[src/rtl/mul_pkg.sv]
// Shared types and helpers for the RV32M multiply sequencer.
package mul_pkg;

  typedef enum logic [1:0] {
    OP_MUL    = 2'b00,
    OP_MULH   = 2'b01,
    OP_MULHSU = 2'b10,
    OP_MULHU  = 2'b11
  } mul_op_t;

  typedef enum logic [1:0] {
    ST_IDLE  = 2'd0,
    ST_RUN   = 2'd1,
    ST_DRAIN = 2'd2,
    ST_HOLD  = 2'd3
  } mul_state_t;

  // Accept edge to first out_valid cycle when the multiplier runs.
  localparam int MUL_LATENCY = 35;

  // Returns {sign1 (rs1 signed), sign0 (rs2 signed)}.
  function automatic logic [1:0] mul_signs(input mul_op_t op);
    logic [1:0] s;
    case (op)
      OP_MUL, OP_MULH: s = 2'b11;
      OP_MULHSU:       s = 2'b10;
      default:         s = 2'b00;
    endcase
    return s;
  endfunction

  function automatic logic [31:0] mul_half(input mul_op_t op, input logic [63:0] prod);
    return (op == OP_MUL) ? prod[31:0] : prod[63:32];
  endfunction

endpackage

[src/rtl/mul_cache.sv]
// Last-product cache for mul_ctrl: stores one completed product with its
// operands and sign bits and reports a hit for a matching new request.
module mul_cache
  import mul_pkg::*;
(
  input  logic        clk,
  input  logic        reset_n,
  input  logic        fill_en,
  input  logic [31:0] fill_rs1,
  input  logic [31:0] fill_rs2,
  input  logic [1:0]  fill_signs,
  input  logic [63:0] fill_prod,
  input  logic [31:0] lk_rs1,
  input  logic [31:0] lk_rs2,
  input  mul_op_t     lk_op,
  output logic        hit,
  output logic [31:0] hit_data
);

  logic        vld_q, vld_d;
  logic [31:0] rs1_q, rs1_d;
  logic [31:0] rs2_q, rs2_d;
  logic [1:0]  signs_q, signs_d;
  logic [63:0] prod_q, prod_d;
  logic        opnd_match;
  logic        sign_match;

  always_comb begin
    vld_d   = vld_q;
    rs1_d   = rs1_q;
    rs2_d   = rs2_q;
    signs_d = signs_q;
    prod_d  = prod_q;
    if (fill_en) begin
      vld_d   = 1'b1;
      rs1_d   = fill_rs1;
      rs2_d   = fill_rs2;
      signs_d = fill_signs;
      prod_d  = fill_prod;
    end
  end

  always_ff @(posedge clk or negedge reset_n) begin
    if (!reset_n) begin
      vld_q   <= 1'b0;
      rs1_q   <= '0;
      rs2_q   <= '0;
      signs_q <= '0;
      prod_q  <= '0;
    end else begin
      vld_q   <= vld_d;
      rs1_q   <= rs1_d;
      rs2_q   <= rs2_d;
      signs_q <= signs_d;
      prod_q  <= prod_d;
    end
  end

  // The low product half does not depend on operand signedness.
  assign opnd_match = vld_q && (lk_rs1 == rs1_q) && (lk_rs2 == rs2_q);
  assign sign_match = (lk_op == OP_MUL) || (mul_signs(lk_op) == signs_q);
  assign hit        = opnd_match && sign_match;
  assign hit_data   = mul_half(lk_op, prod_q);

endmodule

[src/rtl/mul_ctrl.sv]
// mul_ctrl: sequencing front-end between execute and the iterative multiplier.
// Define MUL_CACHE_EN to build the last-product cache (mul_cache).
//
// state | meaning
// IDLE  | waiting for a request
// RUN   | multiplier active on a live request
// DRAIN | multiplier active on a flushed request, result discarded
// HOLD  | result presented, waiting for out_ready
module mul_ctrl
  import mul_pkg::*;
(
  input  logic        clk,
  input  logic        reset_n,
  input  logic        in_valid,
  output logic        in_ready,
  input  logic [1:0]  in_op,
  input  logic [31:0] in_rs1,
  input  logic [31:0] in_rs2,
  input  logic [4:0]  in_rd,
  input  logic        flush,
  output logic        out_valid,
  input  logic        out_ready,
  output logic [31:0] out_data,
  output logic [4:0]  out_rd,
  output logic        busy,
  output logic        booth_go,
  output logic        booth_sign0,
  output logic        booth_sign1,
  output logic [31:0] booth_m,
  output logic [31:0] booth_r,
  input  logic        booth_done,
  input  logic [63:0] booth_result
);

  mul_state_t  state_q, state_d;
  logic [31:0] rs1_q, rs1_d;
  logic [31:0] rs2_q, rs2_d;
  mul_op_t     op_q, op_d;
  logic [4:0]  rd_q, rd_d;
  logic        out_valid_q, out_valid_d;
  logic [31:0] out_data_q, out_data_d;
  logic [4:0]  out_rd_q, out_rd_d;

  logic        accept;
  logic        hit;
  logic [31:0] hit_data;
  logic [1:0]  op_signs;
  mul_op_t     in_op_e;

  assign in_op_e  = mul_op_t'(in_op);
  assign in_ready = (state_q == ST_IDLE) || ((state_q == ST_HOLD) && out_ready);
  assign accept   = in_valid && in_ready && !flush;
  assign op_signs = mul_signs(op_q);

`ifdef MUL_CACHE_EN
  logic fill_en;

  // Only a live completion may refill; a drained product is never trusted.
  assign fill_en = (state_q == ST_RUN) && booth_done && !flush;

  mul_cache u_cache (
    .clk        (clk),
    .reset_n    (reset_n),
    .fill_en    (fill_en),
    .fill_rs1   (rs1_q),
    .fill_rs2   (rs2_q),
    .fill_signs (op_signs),
    .fill_prod  (booth_result),
    .lk_rs1     (in_rs1),
    .lk_rs2     (in_rs2),
    .lk_op      (in_op_e),
    .hit        (hit),
    .hit_data   (hit_data)
  );
`else
  assign hit      = 1'b0;
  assign hit_data = '0;
`endif

  always_comb begin
    state_d     = state_q;
    rs1_d       = rs1_q;
    rs2_d       = rs2_q;
    op_d        = op_q;
    rd_d        = rd_q;
    out_valid_d = out_valid_q;
    out_data_d  = out_data_q;
    out_rd_d    = out_rd_q;

    case (state_q)
      ST_IDLE: begin
        state_d = ST_IDLE;
      end
      ST_RUN: begin
        // A flush landing on the done cycle has nothing left to drain.
        if (booth_done) begin
          if (flush) begin
            state_d = ST_IDLE;
          end else begin
            state_d     = ST_HOLD;
            out_valid_d = 1'b1;
            out_data_d  = mul_half(op_q, booth_result);
            out_rd_d    = rd_q;
          end
        end else if (flush) begin
          state_d = ST_DRAIN;
        end
      end
      ST_DRAIN: begin
        if (booth_done) begin
          state_d = ST_IDLE;
        end
      end
      ST_HOLD: begin
        if (flush || out_ready) begin
          state_d     = ST_IDLE;
          out_valid_d = 1'b0;
        end
      end
      default: begin
        state_d = ST_IDLE;
      end
    endcase

    // accept is only possible from IDLE or a retiring HOLD with no flush.
    if (accept) begin
      rs1_d = in_rs1;
      rs2_d = in_rs2;
      op_d  = in_op_e;
      rd_d  = in_rd;
      if (hit) begin
        state_d     = ST_HOLD;
        out_valid_d = 1'b1;
        out_data_d  = hit_data;
        out_rd_d    = in_rd;
      end else begin
        state_d = ST_RUN;
      end
    end
  end

  always_ff @(posedge clk or negedge reset_n) begin
    if (!reset_n) begin
      state_q     <= ST_IDLE;
      rs1_q       <= '0;
      rs2_q       <= '0;
      op_q        <= OP_MUL;
      rd_q        <= '0;
      out_valid_q <= 1'b0;
      out_data_q  <= '0;
      out_rd_q    <= '0;
    end else begin
      state_q     <= state_d;
      rs1_q       <= rs1_d;
      rs2_q       <= rs2_d;
      op_q        <= op_d;
      rd_q        <= rd_d;
      out_valid_q <= out_valid_d;
      out_data_q  <= out_data_d;
      out_rd_q    <= out_rd_d;
    end
  end

  assign out_valid   = out_valid_q;
  assign out_data    = out_data_q;
  assign out_rd      = out_rd_q;
  assign busy        = (state_q != ST_IDLE);
  assign booth_go    = (state_q == ST_RUN) || (state_q == ST_DRAIN);
  assign booth_m     = rs1_q;
  assign booth_r     = rs2_q;
  assign booth_sign1 = op_signs[1];
  assign booth_sign0 = op_signs[0];

endmodule

[config.mk]
export PLATFORM = sky130hd
export DESIGN_NAME = mul_ctrl
export DESIGN_NICKNAME = d
export VERILOG_FILES = /design/src/rtl/mul_pkg.sv /design/src/rtl/mul_cache.sv /design/src/rtl/mul_ctrl.sv
export SDC_FILE = /design/constraint.sdc
export NUM_CORES = 1
export LEC_CHECK = 0
export CAP_MARGIN = 10
export CORE_ASPECT_RATIO = 1.75
export CORE_MARGIN = 2
export CORE_UTILIZATION = 43
export DETAILED_ROUTE_END_ITERATION = 10
export PLACE_DENSITY = 0.83
export SETUP_SLACK_MARGIN = 0.2
export SYNTH_ARGS = -nofsm -noshare
export SYNTH_HDL_FRONTEND = slang
export SYNTH_SLANG_ARGS = --single-unit
export TNS_END_PERCENT = 100
[constraint.sdc]
create_clock -name clk -period 2.4 [get_ports clk]
set_input_delay 0.36 -clock clk [delete_from_list [all_inputs] [get_ports clk]]
set_output_delay 0.36 -clock clk [all_outputs]
set_load 0.05 [all_outputs]
# Word level (Yosys, flattened, before mapping)
# Cells that the tools add are included.
[classes] addsub=0 n_mul=0 div_mod_pow=0 n_lt_le_gt_ge=0 eq_ne=11 n_shift=0 mux=13 n_bitwise=1 reduce_logical=15
[op_table] operator="32-bit two-way mux" n=1
[op_table] operator="2-bit two-way mux" n=6
[op_table] operator="2-bit one-hot mux with 4 select lines" n=1
[op_table] operator="2-bit == test, second input constant" n=3
[op_table] operator="3-bit AND reduction" n=2
[op_table] operator="2-bit by 1-bit == test with 1-bit output, second input constant" n=2
[op_table] operator="2-bit logical NOT" n=2
[op_table] operator="2-bit inequality test, second input constant" n=2
[op_table] operator="4-bit inequality test, second input constant" n=1
[op_table] operator="2-bit one-hot mux with 2 select lines" n=1
[op_table] operator="4-bit AND reduction" n=1
[op_table] operator="2-bit nonzero test" n=2
[op_table] operator="1-bit logical AND" n=3
[op_table] operator="1-bit logical OR" n=3
[op_table] operator="1-bit two-way mux" n=3
[op_table] operator="3-bit by 2-bit inequality test with 1-bit output, second input constant" n=1
[op_table] operator="3-bit inequality test, second input constant" n=1
[op_table] operator="2-bit by 1-bit inequality test with 1-bit output, second input constant" n=1
[op_table] operator="1-bit one-hot mux with 2 select lines" n=1
[op_table] operator="2-bit OR reduction" n=1
[op_table] operator="1-bit logical NOT" n=1
[op_table] operator="1-bit NOT" n=1
[word_totals] regBits=111 latchBits=0 ramBits=0 romBits=0 out_inout_bits=107 wordCells=48 n_memories=0

# Logic depth before layout (Yosys ltp)
# Gate-level depths: netlist of run 1.
[depth] word_depth=7 depth_mapped=7 depth_no_buf=5

# Worst setup path after synthesis of run 1
# OpenSTA, ideal clock, no wires.
[synth_timing] path_type="register to register" start="register state_q[0]" end="register rs1_q[0] (netlist: booth_m[0])" t_arrival_ns=1.510 setup_slack_ns=0.765 stages_incl_launch_ff=8 period_less_slack_ns=1.635 cell_sequence="dfrtp_1 -> inv_1 -> ha_1 -> a21oi_2 -> nor3b_2 -> buf_6 -> buf_12 -> mux2_4"
[synth_between] elab_chain_cells=5 elab_cells_between_ends=6 classes_between="1 x eq/ne; 5 x reduce/logical"
[synth_rtl] item="from (decl)" line_no="mul_ctrl.sv:35" source="mul_state_t state_q, state_d;"
[synth_rtl] item="from (signal assigned)" line_no="mul_ctrl.sv:153" source="state_q <= state_d;"
[synth_rtl] item="2-bit == test" line_no="mul_ctrl.sv:51" source="assign in_ready = (state_q == ST_IDLE) || ((state_q == ST_HOLD) && out_ready);"
[synth_rtl] item="1-bit logical AND" line_no="mul_ctrl.sv:51"
[synth_rtl] item="1-bit logical OR *" line_no="mul_ctrl.sv:51"
[synth_rtl] item="1-bit logical AND * (2 in a row)" line_no="mul_ctrl.sv:52" source="assign accept = in_valid && in_ready && !flush;"
[synth_rtl] item="to (signal assigned)" line_no="mul_ctrl.sv:154" source="rs1_q <= rs1_d;"
[synth_rtl] item="to (decl)" line_no="mul_ctrl.sv:36" source="logic [31:0] rs1_q, rs1_d;"
# Mark *: on every way between the ends. The rest lies on a longest branch, timed or not.
# A chain may end at the register's enable or synchronous reset.

# Worst setup path in the final report of run 1
[layout_timing] start="register op_q[1]" end="output booth_sign1"
[layout_between] elab_chain_cells=3 elab_cells_between_ends=5 classes_between="2 x eq/ne; 1 x mux; 2 x reduce/logical"
[layout_rtl] item="from (decl)" line_no="mul_ctrl.sv:38" source="mul_op_t op_q, op_d;"
[layout_rtl] item="from (signal assigned)" line_no="mul_ctrl.sv:156" source="op_q <= op_d;"
[layout_rtl] item="2-bit by 1-bit == test with 1-bit output or 2-bit logical NOT (tied branches)" line_no="mul_pkg.sv:24" source="case (op)"
[layout_rtl] item="2-bit OR reduction" line_no="mul_pkg.sv:24"
[layout_rtl] item="2-bit one-hot mux with 2 select lines *" line_no="mul_pkg.sv:24"
[layout_rtl] item="to (decl)" line_no="mul_ctrl.sv:28" source="output logic booth_sign1,"
# Marked as above.

==> results of run 1 <==
registers in the layout (all words and copies together), names as in the netlist:
register / count
booth_m: 32
booth_r: 32
op_q: 2
out_data: 32
out_rd: 5
out_valid: 1
rd_q: 5
state_q: 2
cell families after synthesis:
kind of cell | count (synthesis) | synth area share
adder cells (fa/ha/maj) | 4 | 0.0102
AO/OA/AOI/OAI | 40 | 0.0453
multiplexers | 108 | 0.291
AND/OR/NAND/NOR | 44 | 0.0394
buffers and inverters | 24 | 0.0491
flip-flops | 111 | 0.565
routing by layer:
layer | global-route usage | vias up | share of wire | wire (um)
li1 | - | 1634 | - | -
met1 | 0.224 | 1666 | 0.36 | 4630
met2 | 0.383 | 154 | 0.55 | 7100
met3 | 0.0476 | 26 | 0.060 | 771
met4 | 0.0881 | 0 | 0.033 | 427
met5 | 0 | - | 0 | 0
placed cells by master, fill, tap and decap left out, types with 3 or more instances in the layout:
master,instances
clkbuf_16,9
mux2i_1,32
o21ai_0,32
buf_12,3
mux2_4,68
dfrtp_1,111
mux2_2,8
clkdlybuf4s50_1,243
nand2_1,34
ha_1,4
inv_1,6
buf_4,7
worst paths after layout:
check	cells past startpoint	endpoint	slack [ns]
max	2	booth_sign1	0.38
min	1	out_data[10]	0.04
max reg2reg	6	booth_r[21]	0.43
min reg2reg	2	out_data[16]	0.48
max in group asynchronous	2	booth_m[21]	1.60
min in group clk	2	out_data[16]	0.48
stage by stage:
stage | cells | cell area, sq um | hold WS, ns | power, mW
finish | 715 | 7730 | 0.0446 | 12.4
global route | 715 | 7730 | 0.0893 | 12.9
CTS | 715 | 7730 | 0.0763 | 12.5
detailed placement | 700 | 7440 | 0.456 | 10.9
global placement | 700 | 7440 | 0.441 | 10.8
floorplan | 331 | 4920 | 0.0644 | 8.48
cells in the mapped netlist:
cell and n:
dfrtp_1 111, mux2_4 68, nand2_1 34, mux2i_1 32, o21ai_0 32, mux2_2 8, buf_12 7, inv_1 6
clkbuf_1 5, buf_6 4, ha_1 4, buf_4 2, nor2b_1 2, nor3_1 2, o2bb2ai_1 2, a211oi_1 1
a21oi_1 1, a21oi_2 1, nand2b_1 1, nand3b_1 1, nor2_1 1, nor2_2 1, nor3b_1 1, nor3b_2 1
o21a_1 1, o21bai_1 1, o31a_1 1
report_power, final:
part | leakage [nW] | internal (mW) | switching, mW
combinational | 1.90 | 2.95 | 4.56
sequential | 1.33 | 2.80 | 0.563
clock | 0.145 | 0.833 | 0.647
total | 3.38 | 6.58 | 5.77
cell type report:
class / count / share of cell area
Timing Repair Buffer: 255 / 0.331
Multi-Input combinational cell: 196 / 0.247
Sequential cell: 111 / 0.359
Clock inverter: 5 / 0.00728
Clock buffer: 10 / 0.0309
Tap cell: 132 / 0.0214
Inverter: 6 / 0.00291
timing repair:
| action | CTS | global route |
|---|---|---|
| endpoints found under the setup margin | 2 | 0 |
| endpoints found under the hold margin | 0 | 0 |
| resized for setup | 2 | 0 |
worst reg2reg max path, cell delays in order (launching register included):
cell and delay [ns]:
dfrtp_1 0.41, inv_1 0.12, ha_1 0.21, a21oi_2 0.07, nor3b_4 0.25, buf_12 0.39
mux2_2 0.41
==> results.yml, run 1 <==
finish:
  final_layout_size_suffix_gt1_frac: 0.178
  multiInputGateArea_sq_um: 1910
  fillers: 797
  syn2layout_area_growth_pct: 57.3
  post-route-util: 0.692
  fin_nets: 724
  regArea_sq_um: 2780
  n_antenna_cell: 0
cts:
  cts_buffers: 9
  clk_latency_ns: 0.34
  cts_max_path_buffers: 2
  cts_root_buffer: "clkbuf_16"
  cts_max_level: 3
  tritoncts: "done"
  post_cts_buffers: 0
  cts_hold_buf: 0
  clk_pin_slew_ns: 0.07
  clkSinkCount: 111
floorplanning:
  dieHeight_um: 145
  io_pins: 248
  core_sq_um: 11200
  die-area_sq_um: 12300
  rows: 51
  fp.dieW_um: 84.8
  start_util: 0.440
critical_path:
  path_class: "reg -> out"
  arrival_ns: 1.66
  required_ns: 2.04
  worstSetupEndpointType: "output pin"
  start_kind: "flop"
  slowest_stage: "clkdlybuf4s50_1"
  crit_buf_inv: 1
  path_cells: "nand2_1 -> clkdlybuf4s50_1"
  reg2reg_from: "state_q[1]"
  cp_slowest_stage_delay_ns: 0.82
  crit_start: "op_q[1]"
  path_max_fanout: 4
  critical_path.top_delay_family: "buffers and inverters"
placement:
  port_buffers: 247
  place_congestion: 0.836
  pre_cts_slack_ns: 0.245
  dp_hpwl_mm: 9.90
yosys:
  netlist.area_leader.share: 0.565
  synth_area_sq_um: 4920
  ys_types: 27
  ys.warnings.count: 0
  ys_seq_elements: 111
  syn_nets: 476
  synth_area_leaders: "dfrtp_1 56%, mux2_4 21%, mux2i_1 6.5%"
  yosysTopAreaCell: "dfrtp_1"
  netlist_instances: 331
  yosysSeqAreaShare: 0.565
  avgSynthCellArea_sq_um: 14.9
route:
  drt-total-wl_mm: 12.9
  route.detailed.drc: 0
  first_pass_iters: 4
  drtIter0Drc: 87
  vias: 3480
  via_per_inst: 4.87
  antenna_left: 0
  wl_per_cell_um: 18.1
sta:
  layout_setup_ws_ns: 0.385
  setup_violations: 0
  clock_skew_ns: 0.00845
  slew_headroom: 0.530
  finalSetupTns_ns: 0
  fmax_mhz: 496
  fin_crit_sh: 0.840
  hold_violations: 0
  drv_slew: 0
  tightestPinTransition_ns: 0.705
  rsz0062_at_grt: "false"
  period_needed_ns: 2.02
global_routing:
  grt_pass1_wl_mm: 20.0
  grt_max_degree: 55
  grt_pass1_vias: 3781
  grt_use_total: 0.208
  antenna_found_initial: 0
  grt_overflow: 0
pwr:
  p_per_area_nw_per_um2: 1600
  power.leakage_nw: 3.38
  irDropWorstVdd_mv: 1.30
hold_path:
  min_path_type: "in -> async"
flow_run:
  drv_cap: 0
run_status:
  status: "finished, final reports clean"
No activity file was read; power rests on OpenSTA's default activity.
==> run 2, diff against run 1 <==
Settings changed: CORE_UTILIZATION 43 to 40, PLACE_DENSITY 0.83 to 0.78.
Clock period 2.4 ns to 2.08 ns, I/O delays scaled along.
==> results.yml, run 2 (synthesis results as in run 1) <==
finish:
  fillers: 900
  final_common_cell: "clkdlybuf4s50_1"
  n_antenna_cell: 0
  post-route-util: 0.664
  syn2layout_area_growth_pct: 62.2
  final_layout_size_suffix_gt1_frac: 0.197
  layout_common_cells: "214 x clkdlybuf4s50_1, 111 x dfrtp_1, 68 x mux2_4"
  fin_nets: 733
  instances_no_fill: 758
pwr:
  p_sw_mw: 6.76
  p_per_area_nw_per_um2: 1810
  power.leakage_nw: 3.68
  power_frac_clock: 0.121
  irDropWorstVdd_mv: 1.14
  power_switching_share: 0.468
  pwr-share-seq: 0.268
  p_int_mw: 7.68
  p_comb_frac: 0.611
  total_power_mw: 14.4
sta:
  slew_headroom: 0.602
  fmax_mhz: 536
  period_needed_ns: 1.86
  drv_slew: 0
  rsz0062_at_grt: "true"
  clock_skew_ns: 0.0136
  fin_crit_sh: 0.896
  setup_violations: 0
  hold_violations: 0
  finalSetupTns_ns: 0
  holdWs_ns: 0.0207
  tightestPinTransition_ns: 0.597
critical_path:
  path_cells: "clkdlybuf4s50_1"
  path_max_fanout: 2
  arrival_ns: 1.55
  cp_slowest_stage_delay_ns: 0.83
  required_ns: 1.77
  crit_buf_inv: 1
  worstSetupEndpointType: "output pin"
  slowest_stage: "clkdlybuf4s50_1"
  start_kind: "flop"
  critical_path.top_delay_family: "buffers and inverters"
  path_class: "reg -> out"
placement:
  dp.cells: 740
  place_congestion: 0.765
  dp_hpwl_mm: 9.98
  port_buffers: 247
flow_run:
  drv_cap: 0
route:
  route.detailed.drc: 0
  drtIter0Drc: 115
  vias: 3541
  via_per_inst: 4.67
  first_pass_iters: 4
  antenna_left: 0
  drt-total-wl_mm: 13.1
  wl_per_cell_um: 17.3
floorplanning:
  rows: 53
  dieHeight_um: 151
  io_pins: 248
  start_util: 0.410
  core_sq_um: 12000
  fp.dieW_um: 87.8
  die-area_sq_um: 13200
global_routing:
  grt_max_degree: 112
  antenna_found_initial: 0
  grt_pass1_wl_mm: 19.4
  grt_overflow: 0
  grt_pass1_vias: 3839
  grt_use_total: 0.194
cts:
  clk_latency_ns: 0.35
  cts_max_path_buffers: 2
  clkSinkCount: 111
  cts_root_buffer: "clkbuf_16"
  tritoncts: "done"
  cts_max_level: 3
  cts_buffers: 9
  clk_pin_slew_ns: 0.08
hold_path:
  min_path_type: "in -> async"
run_status:
  status: "finished, final reports clean"
==> run 2: area by class of cell <==
| cell class | count | area [sq um] | area share |
|---|---|---|---|
| Timing Repair Buffer | 264 | 2760 | 0.346 |
| Tap cell | 165 | 206 | 0.0259 |
| Clock buffer | 9 | 225 | 0.0282 |
| Inverter | 6 | 22.5 | 0.00282 |
| Clock inverter | 7 | 71.3 | 0.00894 |
| Sequential cell | 111 | 2780 | 0.348 |
| Multi-Input combinational cell | 196 | 1910 | 0.240 |
==> run 2: path summary, 6_finish.rpt <==
check / to / slack (ns) / startpoint / cells after the start
setup / recovery: out_data[10] / 0.22 / out_data[10] / 1
hold / removal: booth_r[13] / 0.02 / reset_n / 2
setup reg to reg: booth_m[23] / 0.28 / state_q[0] / 7
hold reg to reg: out_data[22] / 0.48 / out_data[22] / 2
max in group asynchronous: rd_q[3] / 1.60 / reset_n / 2
min in group clk: out_data[22] / 0.48 / out_data[22] / 2
==> run 2: routing by layer <==
| layer | part of all wire | up-vias | global-route usage |
|---|---|---|---|
| met2 | 0.55 | 148 | 0.359 |
| met1 | 0.35 | 1708 | 0.200 |
| met3 | 0.062 | 30 | 0.0439 |
| li1 | - | 1655 | - |
| met5 | 0 | - | 0 |
| met4 | 0.036 | 0 | 0.0969 |
==> run 2: power by group through the flow <==
stage | combinational, mW | clock (mW) | sequential [mW]
floorplan | 2.53 | 0 | 7.25
global placement | 8.77 | 0 | 3.86
detailed placement | 8.92 | 0 | 3.88
CTS | 8.90 | 1.78 | 3.88
global route | 9.15 | 1.87 | 3.99
finish | 8.83 | 1.74 | 3.86
==> run 2: metrics by stage <==
step                      setup slack, ns  cell area (sq um)
after detailed placement           0.0496               7600
after global routing                0.192               7980
final                               0.216               7980
after global placement             0.0961               7600
after floorplan                     0.445               4920
after CTS                           0.200               7890
==> run 2: worst reg2reg max path, cell delays in order (launching register included) <==
cell and delay, ns:
dfrtp_1 0.41, inv_1 0.13, ha_2 0.21, a21oi_2 0.06
nor3b_4 0.21, buf_6 0.20, buf_12 0.18, mux2_4 0.31
==> run 2: what timing repair did <==
item,4_1_cts,5_1_grt
hold buffers,0,0
buffers inserted,0,2
resized for setup,6,26
endpoints found under the setup margin,6,77
endpoints found under the hold margin,0,0
==> run 3, diff against run 2 <==
Settings changed: SKIP_LAST_GASP set to 1.
==> results of run 3 <==
Same layout as run 2: the final DEF is identical, and so are final timing and power.
